===== src/rtl/pipe_flow_ctrl.sv =====
`default_nettype none
// pipe_flow_ctrl: valid/ready to single-clken flow control for a fixed-latency sfr_ce pipeline. Rev 1.0
// Optional drain state machine is built when PIPE_FLOW_FLUSH_EN is defined.
module pipe_flow_ctrl #(
  parameter int  LATENCY    = 4,
  parameter int  WIDTH      = 24,
  parameter int  FIFO_DEPTH = 2,
  localparam int OCC_W      = $clog2(LATENCY + FIFO_DEPTH + 1)
) (
  input  logic             clk,
  input  logic             aresetn,
  input  logic             s_valid,
  output logic             s_ready,
  input  logic             s_last,
  output logic             pipe_clken,
  input  logic [WIDTH-1:0] pipe_data_out,
  output logic             m_valid,
  input  logic             m_ready,
  output logic [WIDTH-1:0] m_data,
  output logic             m_last,
  output logic [OCC_W-1:0] occupancy,
  input  logic             flush,
  output logic             flush_done
);

  localparam int PTR_W = $clog2(FIFO_DEPTH);

  logic [LATENCY-1:0] vld;
  logic [LATENCY-1:0] lst;
  logic [PTR_W:0]     wr_ptr;
  logic [PTR_W:0]     rd_ptr;
  logic [WIDTH:0]     mem [FIFO_DEPTH];
  logic [WIDTH:0]     head;
  logic               fifo_empty;
  logic               fifo_full;
  logic               accept;
  logic               push;
  logic               pop;
  logic               run;

  assign fifo_empty = (wr_ptr == rd_ptr);
  assign fifo_full  = (wr_ptr[PTR_W] != rd_ptr[PTR_W]) &&
                      (wr_ptr[PTR_W-1:0] == rd_ptr[PTR_W-1:0]);

  // Enable is a function of registers (and reset) only, never of m_ready/s_valid.
  assign pipe_clken = aresetn & ~(vld[LATENCY-1] & fifo_full);
  assign s_ready    = pipe_clken & run;
  assign accept     = s_valid & s_ready;
  assign push       = pipe_clken & vld[LATENCY-1];
  assign pop        = m_valid & m_ready;

  always_ff @(posedge clk) begin
    if (!aresetn) begin
      vld <= '0;
      lst <= '0;
    end else if (pipe_clken) begin
      vld[0] <= accept;
      lst[0] <= accept & s_last;
      for (int i = 1; i < LATENCY; i++) begin
        vld[i] <= vld[i-1];
        lst[i] <= lst[i-1];
      end
    end
  end

  always_ff @(posedge clk) begin
    if (push) begin
      mem[wr_ptr[PTR_W-1:0]] <= {pipe_data_out, lst[LATENCY-1]};
    end
  end

  always_ff @(posedge clk) begin
    if (!aresetn) begin
      wr_ptr <= '0;
      rd_ptr <= '0;
    end else begin
      wr_ptr <= wr_ptr + {{PTR_W{1'b0}}, push};
      rd_ptr <= rd_ptr + {{PTR_W{1'b0}}, pop};
    end
  end

  // Unwritten entries are masked so nothing stale is ever visible at the head.
  assign head    = mem[rd_ptr[PTR_W-1:0]];
  assign m_valid = ~fifo_empty;
  assign m_data  = m_valid ? head[WIDTH:1] : '0;
  assign m_last  = m_valid & head[0];

  always_ff @(posedge clk) begin
    if (!aresetn) begin
      occupancy <= '0;
    end else begin
      case ({accept, pop})
        2'b10:   occupancy <= occupancy + OCC_W'(1);
        2'b01:   occupancy <= occupancy - OCC_W'(1);
        default: occupancy <= occupancy;
      endcase
    end
  end

`ifdef PIPE_FLOW_FLUSH_EN
  typedef enum logic [1:0] {
    ST_RUN   = 2'd0,
    ST_DRAIN = 2'd1,
    ST_DONE  = 2'd2
  } state_t;

  state_t state;
  state_t state_nxt;

  always_ff @(posedge clk) begin
    if (!aresetn) begin
      state <= ST_RUN;
    end else begin
      state <= state_nxt;
    end
  end

  always_comb begin
    state_nxt  = state;
    run        = 1'b0;
    flush_done = 1'b0;
    case (state)
      ST_RUN: begin
        run = 1'b1;
        if (flush) state_nxt = ST_DRAIN;
      end
      ST_DRAIN: begin
        if (occupancy == '0) state_nxt = ST_DONE;
      end
      ST_DONE: begin
        flush_done = aresetn;
        state_nxt  = ST_RUN;
      end
      default: state_nxt = ST_RUN;
    endcase
  end
`else
  logic unused_flush;

  assign run          = 1'b1;
  assign flush_done   = 1'b0;
  assign unused_flush = flush;
`endif

endmodule
`default_nettype wire

===== config.mk =====
export PLATFORM = sky130hd
export DESIGN_NAME = pipe_flow_ctrl
export DESIGN_NICKNAME = d
export VERILOG_FILES = /design/src/rtl/pipe_flow_ctrl.sv
export SDC_FILE = /design/constraint.sdc
export NUM_CORES = 1
export LEC_CHECK = 0
export CORE_ASPECT_RATIO = 0.7
export CORE_MARGIN = 4
export CORE_UTILIZATION = 25
export CTS_CLUSTER_DIAMETER = 150
export CTS_CLUSTER_SIZE = 30
export DETAILED_ROUTE_END_ITERATION = 10
export SKIP_LAST_GASP = 1
export SYNTH_ARGS = -nofsm -noshare
export SYNTH_HDL_FRONTEND = slang
export SYNTH_SLANG_ARGS = --single-unit

===== constraint.sdc =====
create_clock -name clk -period 3.9 [get_ports clk]
set_input_delay 0.78 -clock clk [delete_from_list [all_inputs] [get_ports clk]]
set_output_delay 0.78 -clock clk [all_outputs]
set_load 0.05 [all_outputs]

==> run metrics <==
met3 wire len ~420 um; Final TNS setup 0 ps; Routed WL slightly above 5000 um; crit path launch type flop; Buffers on Ports 59; total CTS buffers 9; Pre-antenna DRT Iters 4; worst-skew pair later-pin latency approximately 320 ps; Max stage delay on crit path around 770 ps; Clk pin slew, worst setup/hold paths around 50 ps; max-slew violation count 0; average size of a mapped cell 14.6 sq um; initial antenna violation count 0; Syn Inst Count 180; post-CTS setup buffer count 0; crit-path max FO 19; Worst setup EP type output pin; share of layout cells above drive strength 1 under 10%; critical path required time 3120 ps; area grow syn2layout 39.3%; all-layer global routing usage 8.94%; Post-CTS Resized 0; Final Util a little under two fifths; final hold vios 0; met1 wire length approximately 2400 um; clock skew around 3.3 ps; core box area 0.00995 sq mm; Layout Nets between 200 and 300; routed len/inst ~14 um; worst reg2reg path depth 9; Tmin final 3470 ps; Pleak between 1 and 1.5 nW; CTS tree done; Final GP Congestion 0.680; cell count along the critical path 5; Die W 130 um; DRT antenna net count 0; Vias/cell approximately 4; vias in the first global route 1562; Hold Path Depth 2; Max-cap violations 0; CTS sink cnt 66; Die Y about 94 um; met2 WL post-DR roughly 2300 um; status complete, no violations; via count 1514; top post-synthesis cells by area edfxtp_1 (57%), dfxtp_1 (12%), mux2i_1 (12%); Power Density between 400 and 500 mW/mm^2; synthesized area around 0.0026 sq mm; clock buffer depth 2; cells along the critical path xnor2_1 > nor2b_2 > buf_4 > nor2_1 > clkdlybuf4s50_1; Worst-Margin Slew 900 ps; Seq/Total Area, Yosys 69.5%; highest routed layer met4; Power Total 1.72 mW; Congestion Overflow GR 0; Mapped Nets around 220; worst path buffer plus inverter count 2; CTS Hold Bufs 0; Hold Crit Class flop to flop; period utilization ~89%; synth unique cells 23; CTS root buf clkbuf_16; total die area 0.0122 sq mm; area leader, netlist edfxtp_1; crit path DAT 2690 ps; area share of the largest cell type after synthesis between 50 and 60%; post-DP HPWL approximately 3400 um; I/O pin count just over 60; Final setup viols 0; critical path type flop to output pin; CP max stage cell nor2b_2; RSZ-0062 raised after global routing no; first-pass GRT wire length about 7900 um; Initial Utilization between 20% and 30%; fmax 0.288 GHz; Iteration-0 DRC Markers 55; largest net degree at the start of global routing 26; Antenna Diode Count 0; Top delay family on crit path buffers and inverters; DR DRC count 0; row count 30; Slew headroom between 30% and 40%; H-tree depth 3; #FFs+latches synth 66; Yosys warning total 0; VDD IR max slightly above 0.0002 V
==> layout make-up <==
type | count | area, sq um
timing repair buffer | 65 | 636
multi-input combinational | 97 | 692
fill | 977 | 6290
inverter | 6 | 22.5
tap | 128 | 160
sequential | 66 | 1820
clock inverter | 1 | 30.0
clock buffer | 15 | 289
==> worst min-delay path: stages, from the launching register on <==
cell and delay [ps]:
dfxtp_1 300, inv_1 40, a21boi_1 50
==> flip-flops by register name, summed over array words and instances, names as in the netlist, named ones only <==
name       count
mem           50
lst            4
vld            4
occupancy      3
rd_ptr         2
wr_ptr         2
==> cells in the mapped netlist <==
cell and count:
a21boi_0 1, a21boi_1 1, and2_1 7, and3_1 1, buf_2 1, buf_4 4, buf_6 4, clkbuf_1 2
conb_1 1, dfxtp_1 16, edfxtp_1 50, fa_1 1, ha_1 4, inv_1 6, mux2i_1 32, nand2_1 9
nand3_1 3, nor2_1 25, nor2b_1 3, o21ai_0 2, or3_1 1, xnor2_1 2, xor2_1 4
==> routing by layer <==
metal / GRT usage [%] / up-vias
li1: - / 752
met3: 4.83 / 9
met4: 3.34 / 0
met1: 11.1 / 708
met5: 0 / -
met2: 13.1 / 45
==> power breakdown <==
group	switching (mW)	total, mW	internal, mW
sequential	0.00665	0.769	0.762
combinational	0.0627	0.116	0.0535
clock	0.267	0.836	0.569
==> worst paths after layout <==
check | start | slack, ps | end
max | wr_ptr[0] | 430 | m_data[13]
min | vld[2] | 450 | vld[3]
max reg2reg | wr_ptr[0] | 1340 | occupancy[2]
min reg2reg | vld[2] | 450 | vld[3]
==> cell usage in the layout, fill, tap and decap left out <==
| cell | count |
|---|---|
| dfxtp_2 | 1 |
| fa_1 | 1 |
| nand3_1 | 3 |
| a21boi_0 | 1 |
| nor2b_1 | 2 |
| dfxtp_1 | 15 |
| buf_4 | 6 |
| mux2i_1 | 32 |
| clkbuf_1 | 3 |
| inv_1 | 6 |
| edfxtp_1 | 50 |
| bufinv_16 | 1 |
| xnor2_1 | 2 |
| and3_1 | 1 |
| xor2_1 | 4 |
| clkbuf_16 | 10 |
| ha_1 | 4 |
| clkbuf_8 | 2 |
| nor2b_2 | 1 |
| nand2_1 | 9 |
| conb_1 | 1 |
| o21ai_0 | 2 |
| clkdlybuf4s50_1 | 59 |
| nor2_1 | 25 |
| and2_1 | 7 |
| or3_1 | 1 |
| a21boi_1 | 1 |
==> stage by stage <==
stage / std cells / setup WS, ps / area [sq um] / hold slack [ps]
after global routing: 378 / 237 / 3650 / 474
after CTS: 378 / 378 / 3650 / 463
final: 378 / 433 / 3650 / 453
after global placement: 362 / 746 / 3330 / 437
after floorplan: 180 / 1380 / 2620 / 425
after detailed placement: 362 / 757 / 3330 / 443
==> cell families (layout without fill, tap and decap cells) <==
logic type               count (synthesis)  in the layout  synth area share, %
flip-flops                              66             66                 69.5
AND/OR/NAND/NOR                         49             49                 8.31
multiplexers                            32             32                 12.2
buffers and inverters                   17             87                 4.20
XOR/XNOR                                 6              6                 2.00
adder cells (fa/ha/maj)                  5              5                 2.67
AO/OA/AOI/OAI                            4              4                0.955
other                                    1              1                0.143
Power figures use the tool's default switching activity.
